===== src/rtl/ifetch_stage.sv =====
// ifetch_stage: MIPS instruction-fetch stage with PC, IF/ID register, stall/flush/redirect and misalignment trap.
// Ports: clk, rst_n (async active-low); imem_addr/imem_rdata to instruction memory;
// stall_i, flush_i, redirect_valid_i, redirect_pc_i from hazard unit / EX;
// if_id_valid, if_id_instr, if_id_pc, if_id_pc4 to decode; misalign_o fault flag; pc_o debug PC.
// Optional macro IFETCH_PERF_CNT_EN adds perf_fetch_cnt and perf_stall_cnt counters.
module ifetch_stage #(
  parameter logic [31:0] RESET_PC  = 32'h0000_0000,
  parameter logic [31:0] NOP_INSTR = 32'h0000_0000
) (
  input  logic        clk,
  input  logic        rst_n,
  output logic [31:0] imem_addr,
  input  logic [31:0] imem_rdata,
  input  logic        stall_i,
  input  logic        flush_i,
  input  logic        redirect_valid_i,
  input  logic [31:0] redirect_pc_i,
  output logic        if_id_valid,
  output logic [31:0] if_id_instr,
  output logic [31:0] if_id_pc,
  output logic [31:0] if_id_pc4,
  output logic        misalign_o,
`ifdef IFETCH_PERF_CNT_EN
  output logic [31:0] perf_fetch_cnt,
  output logic [31:0] perf_stall_cnt,
`endif
  output logic [31:0] pc_o
);
  typedef enum logic [1:0] {BOOT, RUN, FAULT} state_t;
  state_t state_q, state_d;
  logic [31:0] pc_q, pc_d, instr_q, instr_d, id_pc_q, id_pc_d, id_pc4_q, id_pc4_d, pc_plus4;
  logic valid_q, valid_d, redir_ok, redir_bad, load_en;
  assign pc_plus4  = pc_q + 32'd4;
  assign redir_ok  = redirect_valid_i && (redirect_pc_i[1:0] == 2'b00);
  assign redir_bad = redirect_valid_i && (redirect_pc_i[1:0] != 2'b00);
  // A real instruction enters IF/ID only in RUN with no flush, redirect or stall.
  assign load_en   = (state_q == RUN) && !flush_i && !redirect_valid_i && !stall_i;
  always_comb begin
    state_d  = state_q;
    pc_d     = pc_q;
    valid_d  = valid_q;
    instr_d  = instr_q;
    id_pc_d  = id_pc_q;
    id_pc4_d = id_pc4_q;
    case (state_q)
      RUN: begin
        if (redir_ok) pc_d = redirect_pc_i;
        else if (redir_bad) state_d = FAULT;
        else if (!stall_i) pc_d = pc_plus4;
        if (flush_i || redirect_valid_i) begin
          valid_d = 1'b0;
          instr_d = NOP_INSTR;
        end else if (!stall_i) begin
          valid_d  = 1'b1;
          instr_d  = imem_rdata;
          id_pc_d  = pc_q;
          id_pc4_d = pc_plus4;
        end
      end
      // PC frozen and IF/ID kept empty until an aligned target arrives.
      FAULT: begin
        valid_d = 1'b0;
        instr_d = NOP_INSTR;
        if (redir_ok) begin
          pc_d    = redirect_pc_i;
          state_d = RUN;
        end
      end
      default: state_d = RUN;
    endcase
  end
  always_ff @(posedge clk or negedge rst_n) begin
    if (!rst_n) begin
      state_q  <= BOOT;
      pc_q     <= RESET_PC;
      valid_q  <= 1'b0;
      instr_q  <= NOP_INSTR;
      id_pc_q  <= 32'h0;
      id_pc4_q <= 32'h0;
    end else begin
      state_q  <= state_d;
      pc_q     <= pc_d;
      valid_q  <= valid_d;
      instr_q  <= instr_d;
      id_pc_q  <= id_pc_d;
      id_pc4_q <= id_pc4_d;
    end
  end
`ifdef IFETCH_PERF_CNT_EN
  logic [31:0] fetch_cnt_q, fetch_cnt_d, stall_cnt_q, stall_cnt_d;
  always_comb begin
    fetch_cnt_d = load_en ? fetch_cnt_q + 32'd1 : fetch_cnt_q;
    stall_cnt_d = (state_q == RUN && stall_i) ? stall_cnt_q + 32'd1 : stall_cnt_q;
  end
  always_ff @(posedge clk or negedge rst_n) begin
    if (!rst_n) begin
      fetch_cnt_q <= 32'h0;
      stall_cnt_q <= 32'h0;
    end else begin
      fetch_cnt_q <= fetch_cnt_d;
      stall_cnt_q <= stall_cnt_d;
    end
  end
  assign perf_fetch_cnt = fetch_cnt_q;
  assign perf_stall_cnt = stall_cnt_q;
`else
  logic unused_load_en;
  assign unused_load_en = load_en;
`endif
  assign imem_addr   = pc_q;
  assign pc_o        = pc_q;
  assign if_id_valid = valid_q;
  assign if_id_instr = instr_q;
  assign if_id_pc    = id_pc_q;
  assign if_id_pc4   = id_pc4_q;
  assign misalign_o  = (state_q == FAULT);
endmodule

===== config.mk =====
export PLATFORM = sky130hd
export DESIGN_NAME = ifetch_stage
export DESIGN_NICKNAME = d
export VERILOG_FILES = /design/src/rtl/ifetch_stage.sv
export SDC_FILE = /design/constraint.sdc
export NUM_CORES = 1
export LEC_CHECK = 0
export CAP_MARGIN = 20
export CELL_PAD_IN_SITES_DETAIL_PLACEMENT = 1
export CELL_PAD_IN_SITES_GLOBAL_PLACEMENT = 1
export CORE_AREA = 2 2 137 139
export CTS_CLUSTER_DIAMETER = 40
export DETAILED_ROUTE_END_ITERATION = 7
export DIE_AREA = 0 0 139 141
export PLACE_DENSITY_LB_ADDON = 0.3
export SKIP_CTS_REPAIR_TIMING = 1
export SYNTH_ARGS = -nofsm -noshare
export SYNTH_HDL_FRONTEND = slang
export SYNTH_SLANG_ARGS = --single-unit
export TNS_END_PERCENT = 100

===== constraint.sdc =====
create_clock -name clk -period 5.7 [get_ports clk]
set_input_delay 0.57 -clock clk [delete_from_list [all_inputs] [get_ports clk]]
set_output_delay 0.57 -clock clk [all_outputs]
set_load 0.02 [all_outputs]

## Word level (Yosys, flattened, before mapping)

Cells that the tools add are included.

| word-level totals | value |
|---|---|
| flip-flop bits (word level) | 131 |
| bits of input ports | 69 |
| word-level logic and storage cells | 42 |

| operators by class | value |
|---|---|
| add/sub/neg operators | 1 |
| equality and inequality tests | 8 |
| muxes and demuxes | 15 |
| bitwise operators | 2 |
| reductions and logical operators | 10 |

Operators by type and width:

| kind | count |
|---|---|
| $mux 32 | 6 |
| $pmux 32 s2 | 2 |
| $add 32x3->32 const B | 1 |
| $mux 2 | 3 |
| $ne 3x3->1 const B | 2 |
| $reduce_and 3->1 | 2 |
| $ne 2x2->1 const B | 2 |
| $pmux 2 s2 | 1 |
| $reduce_and 4->1 | 1 |
| $reduce_bool 2->1 | 2 |
| $ne 3x2->1 const B | 1 |
| $eq 2x1->1 const B | 1 |
| $eq 2x2->1 const B | 1 |
| $logic_and 1x1->1 | 2 |
| $logic_not 2->1 | 1 |
| $mux 1 | 2 |
| $ne 2x1->1 const B | 1 |
| $not 1->1 | 2 |
| $pmux 1 s2 | 1 |
| $reduce_and 2->1 | 1 |
| $logic_or 1x1->1 | 1 |

## Logic depth before layout (Yosys ltp)

| logic depth | value |
|---|---|
| depth after elaboration | 5 |
| depth in mapped cells | 8 |

## Least setup slack after synthesis

OpenSTA, ideal clock, no wires.

| timing path | value |
|---|---|
| path type | register -> register |
| from | register pc_q[2], in the netlist imem_addr[2] |
| to | register pc_q[26], in the netlist imem_addr[26] |
| arrival time | 1.849 ns |
| required time | 5.579 ns |
| path slack | 3.730 ns |
| cell stages (with the launch flop) | 8 |
| buffers on the path | 1 |
| cell sequence | dfrtp_1 -> ha_1 -> and4_1 -> clkbuf_1 -> nand3_1 -> nor3_4 -> a31oi_1 -> o22a_1 |

| on the way | value |
|---|---|
| cells in the longest elaborated chain, start to end | 5 |

Ends and longest elaborated chain:

| item | RTL line | text |
|---|---|---|
| from (decl) | 31 | `logic [31:0] pc_q, pc_d, instr_q, instr_d, id_pc_q, id_pc_d, id_pc4_q, id_pc4_d, pc_plus4;` |
| from (signal assigned) | 82 | `pc_q <= pc_d;` |
| $add 32x3->32 | 33 | `assign pc_plus4 = pc_q + 32'd4;` |
| $mux 32 | 49 | `else if (!stall_i) pc_d = pc_plus4;` |
| $mux 32 | 48 | `else if (redir_bad) state_d = FAULT;` |
| $mux 32 | 47 | `if (redir_ok) pc_d = redirect_pc_i;` |
| $pmux 32 s2 | 45 | `case (state_q)` |

Every way passes these cells. The select of a mux whose other input is x is not followed.
A chain may end at the register's enable or synchronous reset.

## Worst setup path after layout

| timing path | value |
|---|---|
| from | input port redirect_valid_i |
| to | register pc_q[20], in the netlist imem_addr[20] |

| on the way | value |
|---|---|
| cells in the longest elaborated chain, start to end | 3 |

Ends and longest elaborated chain:

| item | RTL line | text |
|---|---|---|
| from (decl) | 16 | `input logic redirect_valid_i,` |
| $logic_and 1x1->1 (on tied branches) | 34, 35 |  |
| $ne 3x3->1 (no line) (tied with other cells) | n/a |  |
| $reduce_and 4->1 (no line) or $pmux 32 s2 (tied branches) | n/a |  |

Several ways; a longest one is shown, not always the timed one.

==> impl_metrics.env <==
export IMPL_outcome="completed"
export IMPL_final_cells=1104
export IMPL_fin_skew_ps=12.7
export IMPL_ctsRootBufferMaster="clkbuf_16"
export IMPL_grt_pass1_vias=5982
export IMPL_path_max_fanout=28
export IMPL_ys_types=51
export IMPL_cp_arrival_ps=2810
export IMPL_clk_pin_slew_ps=60
export IMPL_rrSetupSlack_ps=3310
export IMPL_fp_row_count=50
export IMPL_wirelength_mm=20.4
export IMPL_placed_cells=1070
export IMPL_antenna_found_initial=1
export IMPL_yosysWarnings=0
export IMPL_min_period_ps=2500
export IMPL_async_reset_ff_share_pct=100
export IMPL_core_um2=18300
export IMPL_synth_cell_area_um2=6250
export IMPL_initial_core_util_pct=34.2
export IMPL_cts_max_level=4
export IMPL_dieArea_um2=19600
export IMPL_worstPathRequired_ps=6010
export IMPL_die_w_um=139
export IMPL_period_share_pct=43.9
export IMPL_fill_cells=2084
export IMPL_finalPower_mw=5.05
export IMPL_final_layout_size_suffix_gt1_share_pct=6.56
export IMPL_post_route_cell_area_um2=9050
export IMPL_multi_input_area_um2=2560
export IMPL_avgViaCountPerCell=5.09
export IMPL_cts_num_sinks=129
export IMPL_start_kind="input pin"
export IMPL_dpl_cell_area_um2=8440
export IMPL_die_y_um=141
export IMPL_nNetsFinal=926
export IMPL_power_leakage_nw=3.84
export IMPL_synth_edff_count=0
export IMPL_r2r_end="imem_addr[23]"
export IMPL_fmax_mhz=399
export IMPL_avgSynthCellArea_um2=9.15
export IMPL_area_growth_pct=44.8
export IMPL_firstDrtPassIters=4
export IMPL_num_io_pins=231
export IMPL_hpwl_mm=14.3
export IMPL_cp_end_kind="flip-flop"
export IMPL_drv_cap=0
export IMPL_rr_worst_depth=6
export IMPL_wl_per_cell_um=18.5
export IMPL_critPathKind="input pin to flip-flop"
export IMPL_rsz0062_at_grt="no"
export IMPL_maxSlewViolCount=0
export IMPL_ir_worst_vdd_mv=0.232
export IMPL_grt_max_degree=96
export IMPL_fin_tns_setup_ps=0
export IMPL_gr_usage_all_layers_pct=21.1
export IMPL_cts_buffers=17
export IMPL_seq_area_frac_synth_pct=51.7
export IMPL_portBuffers=230
export IMPL_via_count=5624
export IMPL_layout_area_seq_um2=3230
export IMPL_grt_pass1_wl_mm=33.0
export IMPL_critPathLaunch="redirect_valid_i"
export IMPL_hold_viol=0
export IMPL_p_per_area_nw_per_um2=558
export IMPL_pre_cts_ws_ps=2730
export IMPL_clk_path_buf_depth=2
export IMPL_hold_class="input pin to async pin"
export IMPL_crit_path_end="imem_addr[20]"
export IMPL_ant_nets=0
export IMPL_drt_initial_drc_count=210
export IMPL_synth_ff_type="dfrtp_1"
export IMPL_rr_startpoint="state_q[0]"
export IMPL_place_gp_congestion=0.806
export IMPL_ys_ff_latch=129
export IMPL_grt_overflow=0
export IMPL_cts_tree="done"
export IMPL_drcViolationCount=0
export IMPL_relSlewSlack_pct=28.7
export IMPL_setup_slack_ps=3200
export IMPL_clk_latency_ps=420
export IMPL_synth_nets=753
export IMPL_tightest_slew_ps=1070
export IMPL_setup_violations=0
export IMPL_synth_cells=683
-- synthesized netlist by cell type (3+ instances only) --
library cell	instances	area (um^2)
nand3_1	16	80.1
a2bb2oi_1	4	35.0
xor2_1	15	131
nand2_1	191	717
and4_1	5	43.8
o2bb2a_1	3	30.0
a22o_1	18	158
clkbuf_1	28	105
buf_4	37	278
o2bb2ai_1	3	26.3
buf_2	16	80.1
nand2b_1	3	18.8
nor3_2	3	30.0
nor2_1	23	86.3
and2_1	4	25.0
xnor2_1	13	114
inv_1	4	15.0
o21ai_0	66	330
o22a_1	4	35.0
nor3_1	4	20.0
a31oi_1	4	25.0
o21ai_1	3	15.0
o22ai_1	12	75.1
a22oi_1	6	45.0
nand4_1	13	81.3
a21oi_1	24	120
and3_1	4	25.0
dfrtp_1	129	3230
-- worst max-delay path: stages --
cell and delay (ps):
clkdlybuf4s50_1 640, nor3b_2 490, o21ai_0 240, a21boi_2 200, buf_4 240, a21o_1 190, a22o_1 220
-- stage by stage --
step	hold WS, ps	utilization [%]
2_1_floorplan	274	-
3_3_place_gp	459	46.2
3_5_place_dp	464	46.2
4_1_cts	151	49.5
5_1_grt	160	49.5
6_report	133	49.5
-- kinds of logic (layout without fill, tap and decap cells) --
| logic type | after synthesis | after routing | synth area share, % |
|---|---|---|---|
| and+or+nand+nor | 285 | 285 | 21.3 |
| DFF | 129 | 129 | 51.7 |
| buffers and inverters | 87 | 273 | 7.79 |
| other | 0 | 1 | 0 |
| adders and majority gates | 1 | 1 | 0.200 |
| AOI/OAI and AO/OA | 153 | 153 | 15.1 |
| xor gates and xnor gates | 28 | 28 | 3.92 |
-- registers in the layout, summed over array words and instances (netlist names) --
register / count
if_id_pc: 32
state_q: 2
imem_addr: 32
if_id_instr: 32
if_id_pc4: 30
if_id_valid: 1
-- where the power goes --
part / internal [mW] / switching [mW] / total, mW
combinational: 1.06 / 1.21 / 2.27
clock: 0.667 / 0.422 / 1.09
sequential: 1.26 / 0.431 / 1.69
-- layout by cell type, fill, tap and decap left out, types with 15 or more instances in the layout --
master	count
nand2_1	190
nor2_1	21
clkbuf_16	17
o21ai_0	66
nand3_1	16
xor2_1	15
a21oi_1	24
a22o_1	18
dfrtp_1	129
clkdlybuf4s50_1	229
-- how the worst min path moves through the flow --
stage / cells after the start / from / endpoint
after floorplan: 0 / rst_n / if_id_instr[0]
after global placement: 2 / if_id_pc[30] / if_id_pc[30]
after detailed placement: 2 / if_id_pc[17] / if_id_pc[17]
after CTS: 1 / rst_n / if_id_instr[10]
after global routing: 1 / rst_n / if_id_instr[10]
final: 1 / rst_n / if_id_instr[10]
-- layout make-up --
| class | count | area share, % |
|---|---|---|
| repair buffers | 236 | 26.0 |
| inverters | 5 | 0.207 |
| diodes | 1 | 0.0277 |
| clock inverters | 12 | 1.49 |
| multi-input cells | 467 | 28.3 |
| flip-flops and latches | 129 | 35.7 |
| well taps | 234 | 3.24 |
| clock buffers | 20 | 5.05 |
-- per-layer routing --
metal | GRT usage (%) | part of all wire [%]
met5 | 0 | 0
met4 | 7.12 | 1.6
met3 | 5.20 | 4.8
met2 | 36.5 | 52
met1 | 25.8 | 42
No activity file was read; power rests on OpenSTA's default activity.
